`src/rtl/currctrl_bridge_pkg.sv`:
```
// rtl/currctrl_bridge_pkg.sv - register map, FSM states and lane helper for the bridge responder
package currctrl_bridge_pkg;

    localparam logic [4:0] REG_ID            = 5'd0;
    localparam logic [4:0] REG_CTRL          = 5'd1;
    localparam logic [4:0] REG_IRQ_STATUS    = 5'd2;
    localparam logic [4:0] REG_IRQ_MASK      = 5'd3;
    localparam logic [4:0] REG_EVT_SET       = 5'd4;
    localparam logic [4:0] REG_SETPOINT_BASE = 5'd8;
    localparam logic [4:0] REG_STATUS_BASE   = 5'd16;

    localparam logic [31:0] ID_VALUE_DEFAULT = 32'h4D4B_3801;

    typedef enum logic [1:0] {
        ST_IDLE,
        ST_WAIT,
        ST_ACK,
        ST_RELEASE
    } bridge_state_e;

    function automatic logic [31:0] lane_mask(input logic [3:0] be);
        return {{8{be[3]}}, {8{be[2]}}, {8{be[1]}}, {8{be[0]}}};
    endfunction

endpackage

```
`src/rtl/currctrl_bridge_irq.sv`:
```
// rtl/currctrl_bridge_irq.sv - event status/mask latches with registered irq
module currctrl_bridge_irq #(
    parameter int unsigned NUM_EVT = 8
) (
    input  logic               clk,
    input  logic               reset,
    input  logic [NUM_EVT-1:0] evt_in,
    input  logic               clr_we,
    input  logic               set_we,
    input  logic               mask_we,
    input  logic [31:0]        wr_data,
    input  logic [31:0]        wr_lanes,
    output logic [NUM_EVT-1:0] status,
    output logic [NUM_EVT-1:0] mask,
    output logic               irq
);

    logic [NUM_EVT-1:0] status_q;
    logic [NUM_EVT-1:0] mask_q;
    logic               irq_q;
    logic [NUM_EVT-1:0] clr_bits;
    logic [NUM_EVT-1:0] set_bits;
    logic               unused_wide_bits;

    // wr_data arrives already lane-masked, so it doubles as the W1C/W1S pattern
    assign clr_bits = clr_we ? wr_data[NUM_EVT-1:0] : '0;
    assign set_bits = set_we ? wr_data[NUM_EVT-1:0] : '0;
    assign unused_wide_bits = ^{wr_data, wr_lanes};

    always_ff @(posedge clk or posedge reset) begin
        if (reset) begin
            status_q <= '0;
            mask_q   <= '0;
            irq_q    <= 1'b0;
        end else begin
            // OR-ing sets after the clear lets a coincident event win
            status_q <= (status_q & ~clr_bits) | evt_in | set_bits;
            if (mask_we) begin
                mask_q <= (mask_q & ~wr_lanes[NUM_EVT-1:0]) | wr_data[NUM_EVT-1:0];
            end
            irq_q <= |(status_q & mask_q);
        end
    end

    assign status = status_q;
    assign mask   = mask_q;
    assign irq    = irq_q;

endmodule

```
`src/rtl/currctrl_bridge_responder.sv`:
```
// rtl/currctrl_bridge_responder.sv - bridge slave: wait-state FSM, register file and irq
module currctrl_bridge_responder
    import currctrl_bridge_pkg::*;
#(
    parameter int unsigned WAIT_STATES = 1,
    parameter logic [31:0] ID_VALUE    = ID_VALUE_DEFAULT,
    parameter int unsigned NUM_EVT     = 8
) (
    input  logic               clk,
    input  logic               reset,
    input  logic               bus_enable,
    input  logic               rw,
    input  logic [6:0]         address,
    input  logic [3:0]         byte_enable,
    input  logic [31:0]        write_data,
    output logic [31:0]        read_data,
    output logic               acknowledge,
    output logic               irq,
    input  logic [NUM_EVT-1:0] evt_in,
    input  logic [255:0]       status_in,
    output logic [31:0]        ctrl_out,
    output logic [255:0]       setpoint_out,
    output logic [7:0]         setpoint_strobe
);

    bridge_state_e      state_q, state_d;
    logic [3:0]         cnt_q, cnt_d;
    logic               rw_q;
    logic [4:0]         idx_q;
    logic [3:0]         be_q;
    logic [31:0]        wdata_q;
    logic [31:0]        ctrl_q;
    logic [255:0]       setpoint_q;
    logic [7:0]         strobe_q;
    logic               wr_commit;
    logic [31:0]        wr_lanes;
    logic [31:0]        wr_masked;
    logic [7:0]         word_base;
    logic               is_setpoint;
    logic               is_status;
    logic [NUM_EVT-1:0] evt_status;
    logic [NUM_EVT-1:0] evt_mask;
    logic [31:0]        status_ext;
    logic [31:0]        mask_ext;
    logic [31:0]        rd_word;
    logic               unused_addr_lsbs;

    assign unused_addr_lsbs = ^address[1:0];

    always_ff @(posedge clk or posedge reset) begin
        if (reset) begin
            state_q <= ST_IDLE;
            cnt_q   <= '0;
        end else begin
            state_q <= state_d;
            cnt_q   <= cnt_d;
        end
    end

    always_comb begin
        state_d = state_q;
        cnt_d   = cnt_q;
        case (state_q)
            ST_IDLE: begin
                if (bus_enable) begin
                    cnt_d   = 4'(WAIT_STATES);
                    state_d = (WAIT_STATES == 0) ? ST_ACK : ST_WAIT;
                end
            end
            ST_WAIT: begin
                // master withdrawing mid-wait is treated as an abort, never acknowledged
                if (!bus_enable) begin
                    state_d = ST_IDLE;
                end else if (cnt_q <= 4'd1) begin
                    state_d = ST_ACK;
                end else begin
                    cnt_d = cnt_q - 4'd1;
                end
            end
            ST_ACK:     state_d = ST_RELEASE;
            ST_RELEASE: if (!bus_enable) state_d = ST_IDLE;
            default:    state_d = ST_IDLE;
        endcase
    end

    always_ff @(posedge clk or posedge reset) begin
        if (reset) begin
            rw_q    <= 1'b0;
            idx_q   <= '0;
            be_q    <= '0;
            wdata_q <= '0;
        end else if (state_q == ST_IDLE && bus_enable) begin
            rw_q    <= rw;
            idx_q   <= address[6:2];
            be_q    <= byte_enable;
            wdata_q <= write_data;
        end
    end

    assign acknowledge = (state_q == ST_ACK);
    assign wr_commit   = acknowledge && !rw_q;
    assign wr_lanes    = lane_mask(be_q);
    assign wr_masked   = wdata_q & wr_lanes;
    assign word_base   = {idx_q[2:0], 5'b0};
    assign is_setpoint = (idx_q[4:3] == REG_SETPOINT_BASE[4:3]);
    assign is_status   = (idx_q[4:3] == REG_STATUS_BASE[4:3]);

    always_ff @(posedge clk or posedge reset) begin
        if (reset) begin
            ctrl_q     <= '0;
            setpoint_q <= '0;
            strobe_q   <= '0;
        end else begin
            strobe_q <= '0;
            if (wr_commit && idx_q == REG_CTRL) begin
                ctrl_q <= (ctrl_q & ~wr_lanes) | wr_masked;
            end
            if (wr_commit && is_setpoint) begin
                setpoint_q[word_base +: 32] <= (setpoint_q[word_base +: 32] & ~wr_lanes) | wr_masked;
                strobe_q[idx_q[2:0]]        <= 1'b1;
            end
        end
    end

    currctrl_bridge_irq #(
        .NUM_EVT (NUM_EVT)
    ) u_irq (
        .clk      (clk),
        .reset    (reset),
        .evt_in   (evt_in),
        .clr_we   (wr_commit && idx_q == REG_IRQ_STATUS),
        .set_we   (wr_commit && idx_q == REG_EVT_SET),
        .mask_we  (wr_commit && idx_q == REG_IRQ_MASK),
        .wr_data  (wr_masked),
        .wr_lanes (wr_lanes),
        .status   (evt_status),
        .mask     (evt_mask),
        .irq      (irq)
    );

    always_comb begin
        status_ext                = '0;
        mask_ext                  = '0;
        status_ext[NUM_EVT-1:0]   = evt_status;
        mask_ext[NUM_EVT-1:0]     = evt_mask;
    end

    always_comb begin
        rd_word = '0;
        case (idx_q)
            REG_ID:         rd_word = ID_VALUE;
            REG_CTRL:       rd_word = ctrl_q;
            REG_IRQ_STATUS: rd_word = status_ext;
            REG_IRQ_MASK:   rd_word = mask_ext;
            default: begin
                if (is_setpoint) begin
                    rd_word = setpoint_q[word_base +: 32];
                end else if (is_status) begin
                    rd_word = status_in[word_base +: 32];
                end
            end
        endcase
    end

    assign read_data       = acknowledge ? rd_word : '0;
    assign ctrl_out        = ctrl_q;
    assign setpoint_out    = setpoint_q;
    assign setpoint_strobe = strobe_q;

endmodule

```
`config.mk`:
```
export PLATFORM = sky130hd
export DESIGN_NAME = currctrl_bridge_responder
export DESIGN_NICKNAME = d
export VERILOG_FILES = /design/src/rtl/currctrl_bridge_pkg.sv /design/src/rtl/currctrl_bridge_irq.sv /design/src/rtl/currctrl_bridge_responder.sv
export SDC_FILE = /design/constraint.sdc
export NUM_CORES = 1
export LEC_CHECK = 0
export ABC_CLOCK_PERIOD_IN_PS = 11010
export CAP_MARGIN = 20
export CORE_AREA = 4 4 248 250
export CTS_BUF_LIST = sky130_fd_sc_hd__clkbuf_2 sky130_fd_sc_hd__clkbuf_4 sky130_fd_sc_hd__clkbuf_8
export DETAILED_ROUTE_END_ITERATION = 16
export DIE_AREA = 0 0 252 254
export SLEW_MARGIN = 15
export SYNTH_ARGS = -nofsm -noshare
export SYNTH_HDL_FRONTEND = slang
export SYNTH_SLANG_ARGS = --single-unit
export TNS_END_PERCENT = 5
```
`constraint.sdc`:
```
create_clock -name clk -period 11.01 [get_ports clk]
set_input_delay 1.6515 -clock clk [delete_from_list [all_inputs] [get_ports clk]]
set_output_delay 1.6515 -clock clk [all_outputs]
set_load 0.05 [all_outputs]
```
==> results of run 1 <==
==> layout make-up <==
class / instances / area share [%]
Sequential cell: 361 / 33.51
Multi-Input combinational cell: 1170 / 32.08
Timing Repair Buffer: 692 / 25.29
Clock buffer: 106 / 4.941
Tap cell: 773 / 3.583
Clock inverter: 12 / 0.3662
Inverter: 15 / 0.2225
Antenna cell: 1 / 0.009270
==> critical path: stages (launching register included) <==
cell and delay [ps]:
dfrtp_4 800, buf_4 770, and2_1 880, buf_4 390, a221oi_1 110, nor2_1 270
o21ai_0 340, a221oi_1 350, clkdlybuf4s50_1 870
==> power by group <==
group,internal [mW],total (mW),switching [mW]
combinational,1.20,3.69,2.49
sequential,1.58,2.01,0.431
clock,0.793,1.41,0.615
total,3.57,7.10,3.53
==> cells in the mapped netlist (all sizes together), types with 24 or more instances <==
master,n
o22ai,29
mux2i,73
a21oi,24
buf,63
mux2,132
clkbuf,73
a22o,101
mux4,34
dfrtp,361
a221oi,76
nor2,68
o21ai,184
a22oi,29
nand2,226
==> routing by layer <==
metal,part of all wire (%),routed length [microns]
met1,39,41050
met2,48,50360
met3,9.5,10050
met4,4.2,4404
met5,0.034,36
==> cells by family (layout without fill, tap and decap cells) <==
group / count (synthesis) / count (layout)
other: 0 / 1
adders and majority gates: 7 / 7
muxes: 239 / 239
DFF: 361 / 361
AOI/OAI and AO/OA: 539 / 539
and+or+nand+nor: 385 / 385
buffers and inverters: 151 / 825
==> layout by cell type (no fill, tap or decap), types with 6 or more instances in the layout <==
cell	n
a21oi_1	24
a221o_1	22
a221oi_1	76
a222oi_1	8
a22o_1	101
a22oi_1	29
and3_1	7
buf_4	50
clkbuf_4	20
clkbuf_8	86
clkdlybuf4s50_1	638
clkinv_2	6
dfrtp_1	358
ha_1	7
inv_1	10
mux2_1	18
mux2_2	114
mux2i_1	73
mux4_2	34
nand2_1	226
nand2b_1	19
nand3_1	13
nand4_1	6
nor2_1	62
nor3_1	8
o21ai_0	150
o21ai_1	34
o221ai_1	6
o22ai_1	29
o2bb2ai_1	7
o31a_1	7
==> final timing paths <==
check                                               from                       endpoint  slack, ps  cells past startpoint
setup / recovery                    idx_q[0]$_DFFE_PP0P_                  read_data[16]       3860                      8
hold / removal             setpoint_out[189]$_DFFE_PP0P_  setpoint_out[189]$_DFFE_PP0P_        500                      2
setup reg to reg                    idx_q[2]$_DFFE_PP0P_  setpoint_out[209]$_DFFE_PP0P_       6090                      9
hold reg to reg            setpoint_out[189]$_DFFE_PP0P_  setpoint_out[189]$_DFFE_PP0P_        500                      2
max in group asynchronous                          reset         wdata_q[5]$_DFFE_PP0P_       7880                      4
min in group asynchronous                          reset  setpoint_out[226]$_DFFE_PP0P_       1580                      3
==> results.sh, run 1 <==
export IMPL_status="finished clean"
export IMPL_start_kind="flip-flop"
export IMPL_synth_seq_cells=361
export IMPL_place_area_sq_um=25510
export IMPL_dp_cells=3008
export IMPL_power_leakage_nw=11.12
export IMPL_overflow=0
export IMPL_cap_violations=0
export IMPL_vdd_drop_max_mv=0.1237
export IMPL_place_ws_ps=4373
export IMPL_power_density_nw_per_um2=263.2
export IMPL_detail_route_antenna_nets=0
export IMPL_synthAdderAreaFrac_pct=0.4788
export IMPL_synth_avg_cell_area_sq_um=10.87
export IMPL_cts_inserted_buffers=70
export IMPL_synth_edf_count=0
export IMPL_holdBufCountCts=0
export IMPL_cp_end_kind="primary output"
export IMPL_dieHeight_microns=254
export IMPL_final_fill_count=5541
export IMPL_period_share_pct=64.95
export IMPL_power_mw=7.105
export IMPL_synthXorXnorAreaFrac_pct=0
export IMPL_cts_tree="done"
export IMPL_clk_path_buf_depth=3
export IMPL_synth_main_ff_cell="dfrtp_1"
export IMPL_rows=89
export IMPL_postSynthCellCount=1682
export IMPL_min_period_ps=7151
export IMPL_cts_htree_levels=3
export IMPL_synth_top_family_by_area="compound AO/OA/AOI/OAI gates"
export IMPL_coreArea_sq_um=59020
export IMPL_cts_root_buf="clkbuf_8"
export IMPL_ioPinCount=641
export IMPL_drc=0
export IMPL_finalSetupTns_ps=0
export IMPL_layout_drive_gt1_share_pct=14.90
export IMPL_die_x_microns=252
export IMPL_max_freq_mhz=139.8
export IMPL_dp_hpwl_microns=76800
export IMPL_post_route_cell_area_sq_um=26990
export IMPL_firstDrtPassIters=6
export IMPL_critical_path_class="reg2out"
export IMPL_ys_warn_count=0
export IMPL_grt_busiest_layer="met2"
export IMPL_synth_area_leader_cell="dfrtp_1"
export IMPL_grtUsageMet1_pct=39.53
export IMPL_holdWs_ps=504.4
export IMPL_totalWireLength_microns=105900
export IMPL_synth_simple_area_share_pct=9.344
export IMPL_clk_latency_ps=650
export IMPL_setup_viol=0
export IMPL_vias=18500
export IMPL_grt_pass1_wl_microns=145200
export IMPL_muxShareOfSynthArea_pct=16.31
export IMPL_met2_usage_pct=52.25
export IMPL_clk_pin_slew_ps=60
export IMPL_netlist_area_leader_share_pct=49.39
export IMPL_seq_area_frac_synth_pct=49.39
export IMPL_gp_congestion=0.8807
export IMPL_final_seq_area_sq_um=9045
export IMPL_fin_nets=2628
export IMPL_rsz0062_at_grt="no"
export IMPL_first_global_vias=18940
export IMPL_synth_area_leaders="dfrtp_1, mux2_2, a22o_1, nand2_1, mux4_2"
export IMPL_setup_slack_ps=3859
export IMPL_grt_use_met3_pct=8.976
export IMPL_post_cts_buffers=0
export IMPL_multi_input_area_sq_um=8661
export IMPL_tightest_slew_ps=1148
export IMPL_async_flop_share_pct=100.0
export IMPL_synth_compound_area_share_pct=20.99
export IMPL_hold_violations=0
export IMPL_synth_fp_nets=2000
export IMPL_drv_slew=0
export IMPL_drt_initial_drc_count=1553
export IMPL_hp_class="reg2reg"
export IMPL_cts_sinks=361
export IMPL_port_buffers=638
export IMPL_track_usage_pct=31.65
export IMPL_wl_per_cell_microns=33.83
export IMPL_synth_cell_types=67
export IMPL_die_area_sq_um=64010
export IMPL_start_util_pct=30.99
export IMPL_cp_max_fo=49
export IMPL_finalNonFillerCells=3130
export IMPL_cts_resized=0
export IMPL_syn_area_sq_um=18290
export IMPL_via_per_inst=5.912
export IMPL_fin_worst_skew_ps=27.53
export IMPL_grt_max_degree=174
export IMPL_area_growth_synth_to_final_pct=47.58
export IMPL_utilization_pct=45.74
export IMPL_antenna_found_initial=6
export IMPL_relSlewSlack_pct=22.64
export IMPL_worstPathArrival_ps=5500
export IMPL_critPathRequiredTime_ps=9360
No activity file was read; power rests on OpenSTA's default activity.
==> inputs of run 2 (changes only) <==
--- a/config.mk
+++ b/config.mk
@@ -5,7 +5,7 @@
 export SDC_FILE = /design/constraint.sdc
 export NUM_CORES = 1
 export LEC_CHECK = 0
-export ABC_CLOCK_PERIOD_IN_PS = 11010
+export ABC_CLOCK_PERIOD_IN_PS = 6100
 export CAP_MARGIN = 20
 export CORE_AREA = 4 4 248 250
 export CTS_BUF_LIST = sky130_fd_sc_hd__clkbuf_2 sky130_fd_sc_hd__clkbuf_4 sky130_fd_sc_hd__clkbuf_8
==> constraint.sdc (replaced) <==
create_clock -name clk -period 6.1 [get_ports clk]
set_input_delay 0.915 -clock clk [delete_from_list [all_inputs] [get_ports clk]]
set_output_delay 0.915 -clock clk [all_outputs]
set_load 0.05 [all_outputs]
==> run 2 against run 1 <==
  * The flow now finishes with violations (antenna violations)
  * Design area up 1.3%
  * Sequential share of layout area decreased by 0.42 points
  * Total power rose by 83%
  * Routed wire length fell by 1.2%
  * Largest power group unchanged
==> results.sh, run 2 (synthesis gave the netlist of run 1 again) <==
export IMPL_cts_htree_levels=3
export IMPL_cts_root_buf="clkbuf_8"
export IMPL_worstPathArrival_ps=4400
export IMPL_post_cts_buffers=0
export IMPL_grt_pass1_wl_microns=143300
export IMPL_place_ws_ps=1514
export IMPL_crit_chain="inv_2 > ha_1 > or4_1 > nand2_1 > buf_4 > a211oi_1 > a311oi_1 > buf_12"
export IMPL_gp_congestion=0.8876
export IMPL_cp_end_kind="primary output"
export IMPL_layout_drive_gt1_share_pct=16.58
export IMPL_fin_worst_skew_ps=56.31
export IMPL_power_leakage_nw=11.32
export IMPL_power_density_nw_per_um2=475.8
export IMPL_firstDrtPassIters=8
export IMPL_tightest_slew_ps=1261
export IMPL_drc=0
export IMPL_relSlewSlack_pct=15.92
export IMPL_critPathRequiredTime_ps=5180
export IMPL_ioPinCount=641
export IMPL_critical_path_class="reg2out"
export IMPL_final_seq_area_sq_um=9045
export IMPL_cts_inserted_buffers=68
export IMPL_clk_path_buf_depth=3
export IMPL_finalSetupTns_ps=0
export IMPL_die_area_sq_um=64010
export IMPL_violations="antenna violations"
export IMPL_pwr_share_comb_pct=51.9
export IMPL_totalWireLength_microns=104600
export IMPL_port_buffers=638
export IMPL_vias=18460
export IMPL_p_int_mw=6.659
export IMPL_grt_max_degree=186
export IMPL_cts_tree="done"
export IMPL_start_kind="flip-flop"
export IMPL_period_share_pct=87.07
export IMPL_holdBufCountCts=0
export IMPL_setup_viol=0
export IMPL_hp_class="reg2reg"
export IMPL_swShare_pct=48.81
export IMPL_cts_resized=0
export IMPL_dieHeight_microns=254
export IMPL_fin_nets=2630
export IMPL_vdd_drop_max_mv=0.2116
export IMPL_final_common_cell="clkdlybuf4s50_1"
export IMPL_final_fill_count=5498
export IMPL_first_global_vias=18940
export IMPL_start_util_pct=30.99
export IMPL_dp_cells=3014
export IMPL_area_growth_synth_to_final_pct=49.47
export IMPL_antenna_found_initial=4
export IMPL_max_freq_mhz=188.3
export IMPL_layout_common_cells="clkdlybuf4s50_1, dfrtp_1, nand2_1"
export IMPL_clk_pin_slew_ps=60
export IMPL_seq_power_share_pct=27.6
export IMPL_dp_hpwl_microns=77240
export IMPL_overflow=0
export IMPL_multi_input_area_sq_um=8661
export IMPL_finalNonFillerCells=3145
export IMPL_rows=89
export IMPL_clk_latency_ps=650
export IMPL_rsz0062_at_grt="no"
export IMPL_drt_initial_drc_count=1847
export IMPL_track_usage_pct=31.20
export IMPL_pwr_share_clk_pct=20.5
export IMPL_power_switching_mw=6.349
export IMPL_utilization_pct=46.32
export IMPL_cp_max_fo=29
export IMPL_via_per_inst=5.868
export IMPL_min_period_ps=5312
export IMPL_slowest_delay_ps=760
export IMPL_cap_violations=0
export IMPL_coreArea_sq_um=59020
export IMPL_wl_per_cell_microns=33.25
export IMPL_cts_sinks=361
export IMPL_die_x_microns=252
export IMPL_slowest_stage="dfrtp_4"
export IMPL_setup_slack_ps=788.4
export IMPL_hold_violations=0
export IMPL_detail_route_antenna_nets=1
export IMPL_drv_slew=0
export IMPL_status="complete, but fails checks"
run 2: cell count changes in the layout (fill, tap and decap cells not counted), moves of 3 or more:
cell             change
clkbuf_4            +11
diode_2              +6
clkinv_2             -3
buf_4               +14
bufinv_16            +3
buf_12              +23
clkinvlp_4           -3
clkdlybuf4s50_1     -32
clkbuf_8             -6
run 2: layout make-up:
class / count / share of cell area (%)
diodes: 7 / 0.06407
clock buffers: 111 / 4.878
clock inverters: 12 / 0.6956
inverters: 15 / 0.2197
multi-input cells: 1170 / 31.68
flip-flops and latches: 361 / 33.08
well taps: 773 / 3.538
repair buffers: 696 / 25.84
run 2: per-layer routing:
layer  up-vias  part of all wire (%)  track usage, %  routed length (microns)
li1       7660                     -               -                        -
met1      9383                    39           38.26                    40380
met2      1192                    48           52.14                    49780
met3       219                   9.6           9.190                    10090
met4         2                   4.1           12.00                     4316
met5         -                 0.012               0                       13
run 2: critical path: cells and delay by family (launching register included):
family | cells | cell delay (ps)
fa+ha+maj | 1 | 560
compound gates | 2 | 800
buf+inv | 3 | 840
flops | 1 | 760
simple gates | 2 | 770
run 2: per-stage QoR:
| stage | hold WS, ps | cell area, sq um | total power [mW] |
|---|---|---|---|
| floorplan | 473.8 | 18300 | 7.196 |
| global placement | 487.7 | 25740 | 10.22 |
| detailed placement | 495.6 | 25770 | 10.31 |
| CTS | 511.4 | 27290 | 13.00 |
| global route | 536.9 | 27330 | 13.47 |
| finish | 507.1 | 27340 | 13.01 |
run 2: power by group through the flow:
stage                     clock (mW)  combinational [mW]  sequential (mW)
after global routing            2.82                7.02             3.63
after global placement             0                6.63             3.58
final                           2.67                6.75             3.59
after floorplan                    0                3.03             4.17
after detailed placement           0                6.71             3.61
after CTS                       2.71                6.73             3.57
run 2: worst paths after layout:
kind                       slack (ps)                     startpoint  cells after the start                       endpoint
setup / recovery                  790           idx_q[0]$_DFFE_PP0P_                      8                  read_data[30]
hold / removal                    510  setpoint_out[255]$_DFFE_PP0P_                      2  setpoint_out[255]$_DFFE_PP0P_
setup reg to reg                 1990           idx_q[3]$_DFFE_PP0P_                      7  setpoint_out[211]$_DFFE_PP0P_
hold reg to reg                   510  setpoint_out[255]$_DFFE_PP0P_                      2  setpoint_out[255]$_DFFE_PP0P_
max in group asynchronous        4270                          reset                      4      u_irq.status[5]$_DFF_PP0_
min in group asynchronous         740                          reset                      3  setpoint_out[130]$_DFFE_PP0P_
